<file path="src/rtl/pipelined_alu.sv">
// pipelined_alu: two-stage pipelined ALU with a valid/ready handshake on both sides.
//   Stage 1 registers the operands and opcode. The result and flags are computed
//   combinationally from stage 1 and loaded into the output stage (stage 2).
//   An internal carry register (carry_q) chains ADD/SUB/ADDC/SUBC/CLRC.
// Optional feature macro: ALU_MUL_EN -- when defined, op 12 is MUL (low WIDTH bits
//   of a*b). When undefined, op 12 is reserved and no multiplier is built.
// Parameters:
//   WIDTH    operand/result width (>=2); shift amount is b[$clog2(WIDTH)-1:0]
//   CARRY_RV reset value of carry_q
// Ports:
//   clk, rst_n            clock (rising edge), asynchronous active-low reset
//   in_valid/in_ready     input beat handshake carrying a, b, op
//   out_valid/out_ready   output beat handshake carrying result and flags
//   result                ALU result
//   flag_z/n/c/v/ill      zero, negative, carry_q after op, signed overflow, illegal op
module pipelined_alu #(
  parameter int unsigned WIDTH    = 8,
  parameter logic        CARRY_RV = 1'b0
) (
  input  logic             clk,
  input  logic             rst_n,
  input  logic             in_valid,
  output logic             in_ready,
  input  logic [WIDTH-1:0] a,
  input  logic [WIDTH-1:0] b,
  input  logic [3:0]       op,
  output logic             out_valid,
  input  logic             out_ready,
  output logic [WIDTH-1:0] result,
  output logic             flag_z,
  output logic             flag_n,
  output logic             flag_c,
  output logic             flag_v,
  output logic             flag_ill
);

  localparam int unsigned SHW = $clog2(WIDTH);

  typedef enum logic [3:0] {
    OP_ADD   = 4'd0,
    OP_SUB   = 4'd1,
    OP_AND   = 4'd2,
    OP_OR    = 4'd3,
    OP_XOR   = 4'd4,
    OP_NOT   = 4'd5,
    OP_SHL   = 4'd6,
    OP_SHR   = 4'd7,
    OP_SRA   = 4'd8,
    OP_ADDC  = 4'd9,
    OP_SUBC  = 4'd10,
    OP_SLTU  = 4'd11,
    OP_MUL   = 4'd12,
    OP_PASSB = 4'd13,
    OP_CLRC  = 4'd14,
    OP_RSVD  = 4'd15
  } op_e;

  // Stage 1 registers
  logic             s1_valid;
  logic [WIDTH-1:0] s1_a;
  logic [WIDTH-1:0] s1_b;
  op_e              s1_op;

  logic carry_q;

  // Handshake control
  logic s2_free;
  logic s1_adv;
  logic in_fire;

  assign s2_free  = !out_valid || out_ready;
  assign s1_adv   = s1_valid && s2_free;
  assign in_ready = rst_n && (!s1_valid || s1_adv);
  assign in_fire  = in_valid && in_ready;

  // Combinational compute from stage 1
  logic [SHW-1:0]   sh;
  logic             cin;
  logic             bin;
  logic [WIDTH:0]   sum_ext;
  logic [WIDTH:0]   dif_ext;
  logic             v_add;
  logic             v_sub;
  logic [WIDTH-1:0] res_d;
  logic             c_d;
  logic             v_d;
  logic             ill_d;

  assign sh  = s1_b[SHW-1:0];
  assign cin = (s1_op == OP_ADDC) ? carry_q : 1'b0;
  assign bin = (s1_op == OP_SUBC) ? carry_q : 1'b0;

  // Extended by one bit so the top bit is the carry out (add) or the borrow (sub):
  // a subtraction that goes below zero wraps into the upper half of the WIDTH+1 range.
  assign sum_ext = {1'b0, s1_a} + {1'b0, s1_b} + {{WIDTH{1'b0}}, cin};
  assign dif_ext = {1'b0, s1_a} - {1'b0, s1_b} - {{WIDTH{1'b0}}, bin};

  assign v_add = (s1_a[WIDTH-1] == s1_b[WIDTH-1]) && (sum_ext[WIDTH-1] != s1_a[WIDTH-1]);
  assign v_sub = (s1_a[WIDTH-1] != s1_b[WIDTH-1]) && (dif_ext[WIDTH-1] != s1_a[WIDTH-1]);

`ifdef ALU_MUL_EN
  logic [WIDTH-1:0] mul_lo;
  assign mul_lo = s1_a * s1_b;
`endif

  always_comb begin
    res_d = '0;
    c_d   = carry_q;
    v_d   = 1'b0;
    ill_d = 1'b0;
    case (s1_op)
      OP_ADD, OP_ADDC: begin
        res_d = sum_ext[WIDTH-1:0];
        c_d   = sum_ext[WIDTH];
        v_d   = v_add;
      end
      OP_SUB, OP_SUBC: begin
        res_d = dif_ext[WIDTH-1:0];
        c_d   = dif_ext[WIDTH];
        v_d   = v_sub;
      end
      OP_AND:   res_d = s1_a & s1_b;
      OP_OR:    res_d = s1_a | s1_b;
      OP_XOR:   res_d = s1_a ^ s1_b;
      OP_NOT:   res_d = ~s1_a;
      OP_SHL:   res_d = s1_a << sh;
      OP_SHR:   res_d = s1_a >> sh;
      OP_SRA:   res_d = $unsigned($signed(s1_a) >>> sh);
      OP_SLTU:  res_d = {{(WIDTH-1){1'b0}}, (s1_a < s1_b)};
`ifdef ALU_MUL_EN
      OP_MUL:   res_d = mul_lo;
`endif
      OP_PASSB: res_d = s1_b;
      OP_CLRC: begin
        res_d = '0;
        c_d   = 1'b0;
      end
      default: begin
        res_d = '0;
        ill_d = 1'b1;
      end
    endcase
  end

  // Stage 1: load on input handshake, empty when it advances without a refill
  always_ff @(posedge clk or negedge rst_n) begin
    if (!rst_n) begin
      s1_valid <= 1'b0;
      s1_a     <= '0;
      s1_b     <= '0;
      s1_op    <= OP_ADD;
    end else begin
      s1_valid <= in_fire || (s1_valid && !s1_adv);
      if (in_fire) begin
        s1_a  <= a;
        s1_b  <= b;
        s1_op <= op_e'(op);
      end
    end
  end

  // Stage 2 and carry register. carry_q updates in the same cycle the op moves
  // into stage 2, so a following ADDC/SUBC in stage 1 sees it without a bubble.
  always_ff @(posedge clk or negedge rst_n) begin
    if (!rst_n) begin
      out_valid <= 1'b0;
      result    <= '0;
      flag_z    <= 1'b0;
      flag_n    <= 1'b0;
      flag_c    <= 1'b0;
      flag_v    <= 1'b0;
      flag_ill  <= 1'b0;
      carry_q   <= CARRY_RV;
    end else begin
      if (s1_adv) begin
        out_valid <= 1'b1;
        result    <= res_d;
        flag_z    <= (res_d == '0);
        flag_n    <= res_d[WIDTH-1];
        flag_c    <= c_d;
        flag_v    <= v_d;
        flag_ill  <= ill_d;
        carry_q   <= c_d;
      end else if (out_ready) begin
        out_valid <= 1'b0;
      end
    end
  end

endmodule
</file>
<file path="config.mk">
export PLATFORM = sky130hd
export DESIGN_NAME = pipelined_alu
export DESIGN_NICKNAME = d
export VERILOG_FILES = /design/src/rtl/pipelined_alu.sv
export SDC_FILE = /design/constraint.sdc
export NUM_CORES = 1
export LEC_CHECK = 0
export CAP_MARGIN = 15
export CORE_MARGIN = 2
export CORE_UTILIZATION = 35
export DETAILED_ROUTE_END_ITERATION = 12
export SLEW_MARGIN = 30
export SYNTH_ARGS = -nofsm -noshare
export SYNTH_HDL_FRONTEND = slang
export SYNTH_SLANG_ARGS = --single-unit
</file>
<file path="constraint.sdc">
create_clock -name clk -period 4.51 [get_ports clk]
set_input_delay 0.902 -clock clk [delete_from_list [all_inputs] [get_ports clk]]
set_output_delay 0.902 -clock clk [all_outputs]
set_load 0.05 [all_outputs]
</file>
### Yosys cells after proc, flatten, opt, wreduce, memory -nomap -nowiden

Index checks and enable logic that the tools add are counted.

* $add $sub $neg: 4
* order comparisons: 1
* equal/unequal tests: 17
* shift operators: 3
* multiplexer cells: 8
* bitwise logic cells: 4
* reductions and logical operators: 20

Operators by type and width (count)
* $pmux W8 S11: 1
* $eq A4 B4 Y1 const B: 6
* $eq A4 B3 Y1 const B: 4
* $reduce_or A14 Y1: 1
* $add A8 B8 Y9: 1
* $add A9 B1 Y9: 1
* $sub A8 B8 Y9: 1
* $sub A9 B1 Y9: 1
* $and A8 B8 Y8: 1
* $eq A4 B2 Y1 const B: 2
* $logic_not A8 Y1: 1
* $lt A8 B8 Y1: 1
* $not A8 Y8: 1
* $or A8 B8 Y8: 1
* $shl A8 B3 Y8: 1
* $shr A8 B3 Y8: 1
* $sshr A8 B3 Y8: 1
* $xor A8 B8 Y8: 1
* $logic_and A1 B1 Y1: 6
* $mux W1: 5
* $eq A4 B1 Y1 const B: 1
* $logic_not A4 Y1: 1
* $reduce_or A2 Y1: 2
* $logic_not A1 Y1: 3
* other kinds (8): 12

* flip-flop bits (word level): 35
* input port bits: 24
* output and inout port bits: 15
* logic and storage cells: 68

### Logic depth before layout (Yosys ltp)

* word-level depth: 7
* mapped depth: 13
* depth with buffers taken out: 12

### Least setup slack after synthesis

Ideal clock, no wire load.

* path kind: register to register
* start point: register s1_op[3]
* end point: register flag_z
* setup time: 103 ps
* arrival: 3129 ps
* data required time: 4407 ps
* setup slack: 1278 ps
* stages on the path, launching flop included: 14
* path buffers: 1
* period minus slack after synthesis: 3232 ps
* cells stage by stage: dfrtp_1 -> buf_6 -> nor2b_1 -> nand3_1 -> fa_1 -> inv_1 -> ha_1 -> o21ai_0 -> nand2_1 -> xor2_1 -> a22oi_1 -> o2111ai_1 -> or4_1 -> o41ai_2

* word-level cells in the longest chain between the ends: 5
* elaborated cells on any way between the ends: 21
* those cells by class: add/sub: 2; eq/ne: 12; mux: 3; reduce/logical: 4

RTL lines
* start: declaration: RTL line 62 `op_e s1_op;`
* start signal: assignment: RTL line 157 `s1_op <= op_e'(op);`
* $eq A4 B4 Y1, on equally long branches: RTL line 91, 111, 90
* $mux W1, on equally long branches: RTL line 91, 90
* $sub A9 B1 Y9 or $add A9 B1 Y9 (tied branches): RTL line 96, 95
* $pmux W8 S11 (*): RTL line 111 `case (s1_op)`
* $logic_not A8 Y1 (*): RTL line 178 `flag_z <= (res_d == '0);`
* end signal: assignment: RTL line 178
* end: declaration: RTL line 30 `output logic flag_z,`

Every way passes the cells marked *; elsewhere a longest branch is shown, timed or not.
A chain may end at the register's enable or synchronous reset.

### Final worst setup path

* start point: register s1_op[0]
* end point: register flag_z

The elaborated chain is that of the path after synthesis.

==> summary.txt <==
Outcome: finished clean
H-tree depth: 2
Critical Path End Type: flop
Largest net degree at the start of global routing: 35
#FFs+latches synth: 34
DR vias: 3373
Worst-case hold path end point: result[0]$_DFFE_PN0P_
Setup repair bufs after CTS: 0
Reg-to-reg endpoint: flag_z$_DFFE_PN0P_
First-pass GRT wire length: 17800 um
Clock Sinks: 34
Slew HR: 44.1%
Period minus WS final: 3.79 ns
DR pass1 iterations: 5
Sequential-to-total area share from yosys stat: 23.5%
CP Class: flop to flop
Synth Net Count: 484
# IOs: 39
Yosys top cell area share: 23.5%
CP Max Fanout: 12
Slowest CP cell: fa_1
Register area: 851 um2
F_max: 0.264 GHz
Post-layout nets: 512
Syn_area_per_cell: 8.67 um2
Worst EP required: 4.71 ns
P_leak: 1.76 nW
Setup TNS: 0 ns
R2R Path Start: s1_op[0]$_DFFE_PN0P_
Post-synth EDFFs: 0
DR iter-0 viols: 288
Reg-to-reg setup timing slack: 0.72 ns
R2R cell count: 12
Antenna cell count: 0
PnR worst setup slack: 0.719 ns
Routed Antenna Nets: 0
Input/output buffers: 38
Remaining global-route overflow: 0
Hold path depth: 2
Die height: 106 um
Routability congestion estimate from global placement: 0.985
Antenna violations before repair: 0
Die Span X: 106 um
Cells along the critical path: and2b_4 > nand3_1 > fa_1 > inv_1 > ha_1 > o21ai_0 > nand2_1 > xor2_1 > a22oi_1 > o2111ai_1 > or4_1 > o41ai_2
Die area: 0.0112 mm2
Routed length per instance: 18.9 um
Residual DRC: 0
Post-Synthesis Cells: 417
Vias per cell: 5.80
Hold_buf cts: 0
CTS-repair resized insts: 0
CTS Buf Count: 5
Cell Pwr Density: 485 mW/mm2
RSZ-0062 raised after global routing: false
Insertion delay to the later sink of the worst-skew pair: 0.30 ns
CTS tree: yes
YS warnings: 0
Place WS: 0.742 ns
# rows: 37
Clock-pin slew on the worst setup and hold paths: 0.08 ns
CTS root buffer: clkbuf_8
VDD IR-drop max: 220 uV
Crit share post-route: 84.1%
Crit path largest cell delay: 0.55 ns
Max-cap violations: 0
Hold Violations, Final: 0
Initial Utilization: 35.5%
CP Launch Type: flop
Hold wc startpoint: result[0]$_DFFE_PN0P_
Crit path DAT: 3.99 ns
GRT Total Usage: 20.4%
Core area: 0.0102 mm2
Synth async-reset ratio: 100%
Final WL: 11000 um
Vias in the first global route: 3175
Setup violations, final: 0
Area Overhead vs Synth: 15.5%
Filler Cell Count: 1059
Mapped Area: 0.00362 mm2
Clock skew: 0.00798 ns
Share of layout cells above drive strength 1: 12.6%
DP HPWL: 8300 um
Post-synth cell types: 71
Top_reg_cell synth: dfrtp_1
Leading area contributor after synthesis: dfrtp_1
Worst Max-Slew Pin Slew: 0.827 ns
Worst hold path class: flop to flop
Multi-input gate area: 0.00252 mm2
Clk buf depth: 2
Ranking of synthesized cells by area: dfrtp_1 24%, ha_1 13%, mux2_2 8.1%, nand2_1 4.2%, nor2_1 3.4%
Final Max Tran Viols: 0
-- cell usage in the layout (no fill, tap or decap), types with 7 or more instances in the layout --
master / Yosys / final
nand3_1: 11 / 11
nand2_1: 40 / 39
nor2_1: 33 / 33
mux2_2: 26 / 26
a211oi_1: 7 / 7
buf_4: 2 / 9
a22oi_1: 7 / 7
a21oi_1: 20 / 20
o21ai_0: 21 / 21
clkdlybuf4s50_1: 0 / 37
dfrtp_1: 34 / 34
nor3_1: 12 / 12
ha_1: 39 / 39
inv_1: 28 / 28
nor2b_1: 10 / 10
-- cells by family after synthesis --
logic type,count (synthesis),synth area share (%)
flops,34,23.5
xor+xnor,10,2.42
buf+inv,54,6.92
compound gates,106,20.7
mux,36,12.6
simple gates,134,18.2
fa+ha+maj,43,15.7
-- worst max-delay path, delay by kind of cell, from the launching register on --
kind,cells,cell delay [ns]
DFF,1,0.50
buffers and inverters,1,0.05
xor gates and xnor gates,1,0.19
and+or+nand+nor,4,1.17
AOI/OAI and AO/OA,4,1.08
adders and majority gates,2,0.71
-- final cells by class --
type                            instances  area share, %
Tap cell                              136           4.07
Inverter                               28           2.51
Multi-Input combinational cell        329           60.3
Sequential cell                        34           20.4
Clock buffer                            7           2.07
Timing Repair Buffer                   47           10.6
Clock inverter                          1          0.120
-- report_power, final --
part | internal [mW] | switching, mW
logic | 0.505 | 0.795
registers | 0.383 | 0.0919
clock network | 0.124 | 0.128
total | 1.01 | 1.02
-- cell usage after synthesis, drive strengths merged (3+ instances only) --
master	count
a2111oi	5
nand4	4
buf	16
nor2b	10
nor3	12
mux2	26
a21oi	20
o22ai	4
nand3	11
inv	28
nand3b	3
a21o	3
nor2	33
a22oi	7
dfrtp	34
clkbuf	10
and2	3
o21ai	23
a211oi	7
xor2	6
o2111ai	4
xnor2	4
a31oi	3
nand2	40
nand2b	4
mux2i	5
fa	4
mux4	5
ha	39
o21a	3
-- registers in the layout, indices dropped and copies added, names as in the netlist, 4 cells and up --
| name | count |
|---|---|
| result | 8 |
| s1_a | 8 |
| s1_b | 8 |
| s1_op | 4 |
-- layer usage --
| layer | part of all wire, % | global-route usage (%) | vias to the layer above |
|---|---|---|---|
| li1 | - | - | 1568 |
| met1 | 48 | 30.2 | 1643 |
| met2 | 44 | 31.3 | 142 |
| met3 | 6.3 | 2.84 | 20 |
| met4 | 1.6 | 4.51 | 0 |
| met5 | 0 | 0 | - |
-- how the worst max path moves through the flow --
stage	slack (ns)	from	endpoint
after detailed placement	0.74	s1_op[2]$_DFFE_PN0P_	flag_z$_DFFE_PN0P_
after global routing	0.48	s1_op[2]$_DFFE_PN0P_	flag_z$_DFFE_PN0P_
after CTS	0.71	s1_op[2]$_DFFE_PN0P_	flag_z$_DFFE_PN0P_
after global placement	0.71	s1_op[2]$_DFFE_PN0P_	flag_z$_DFFE_PN0P_
final	0.72	s1_op[0]$_DFFE_PN0P_	flag_z$_DFFE_PN0P_
after floorplan	1.28	s1_op[3]$_DFFE_PN0P_	flag_z$_DFFE_PN0P_
-- through the flow --
stage                     util, %  cells  area [um2]  hold WS [ns]  total power [mW]
after floorplan                 -    417        3620         0.471              1.40
after global placement       40.1    574        4090         0.457              1.76
after detailed placement     40.1    574        4090         0.462              1.76
after CTS                    41.0    582        4180         0.481              2.02
after global routing         41.0    582        4180         0.519              2.18
final                        41.0    582        4180         0.472              2.03
Power figures use the tool's default switching activity.
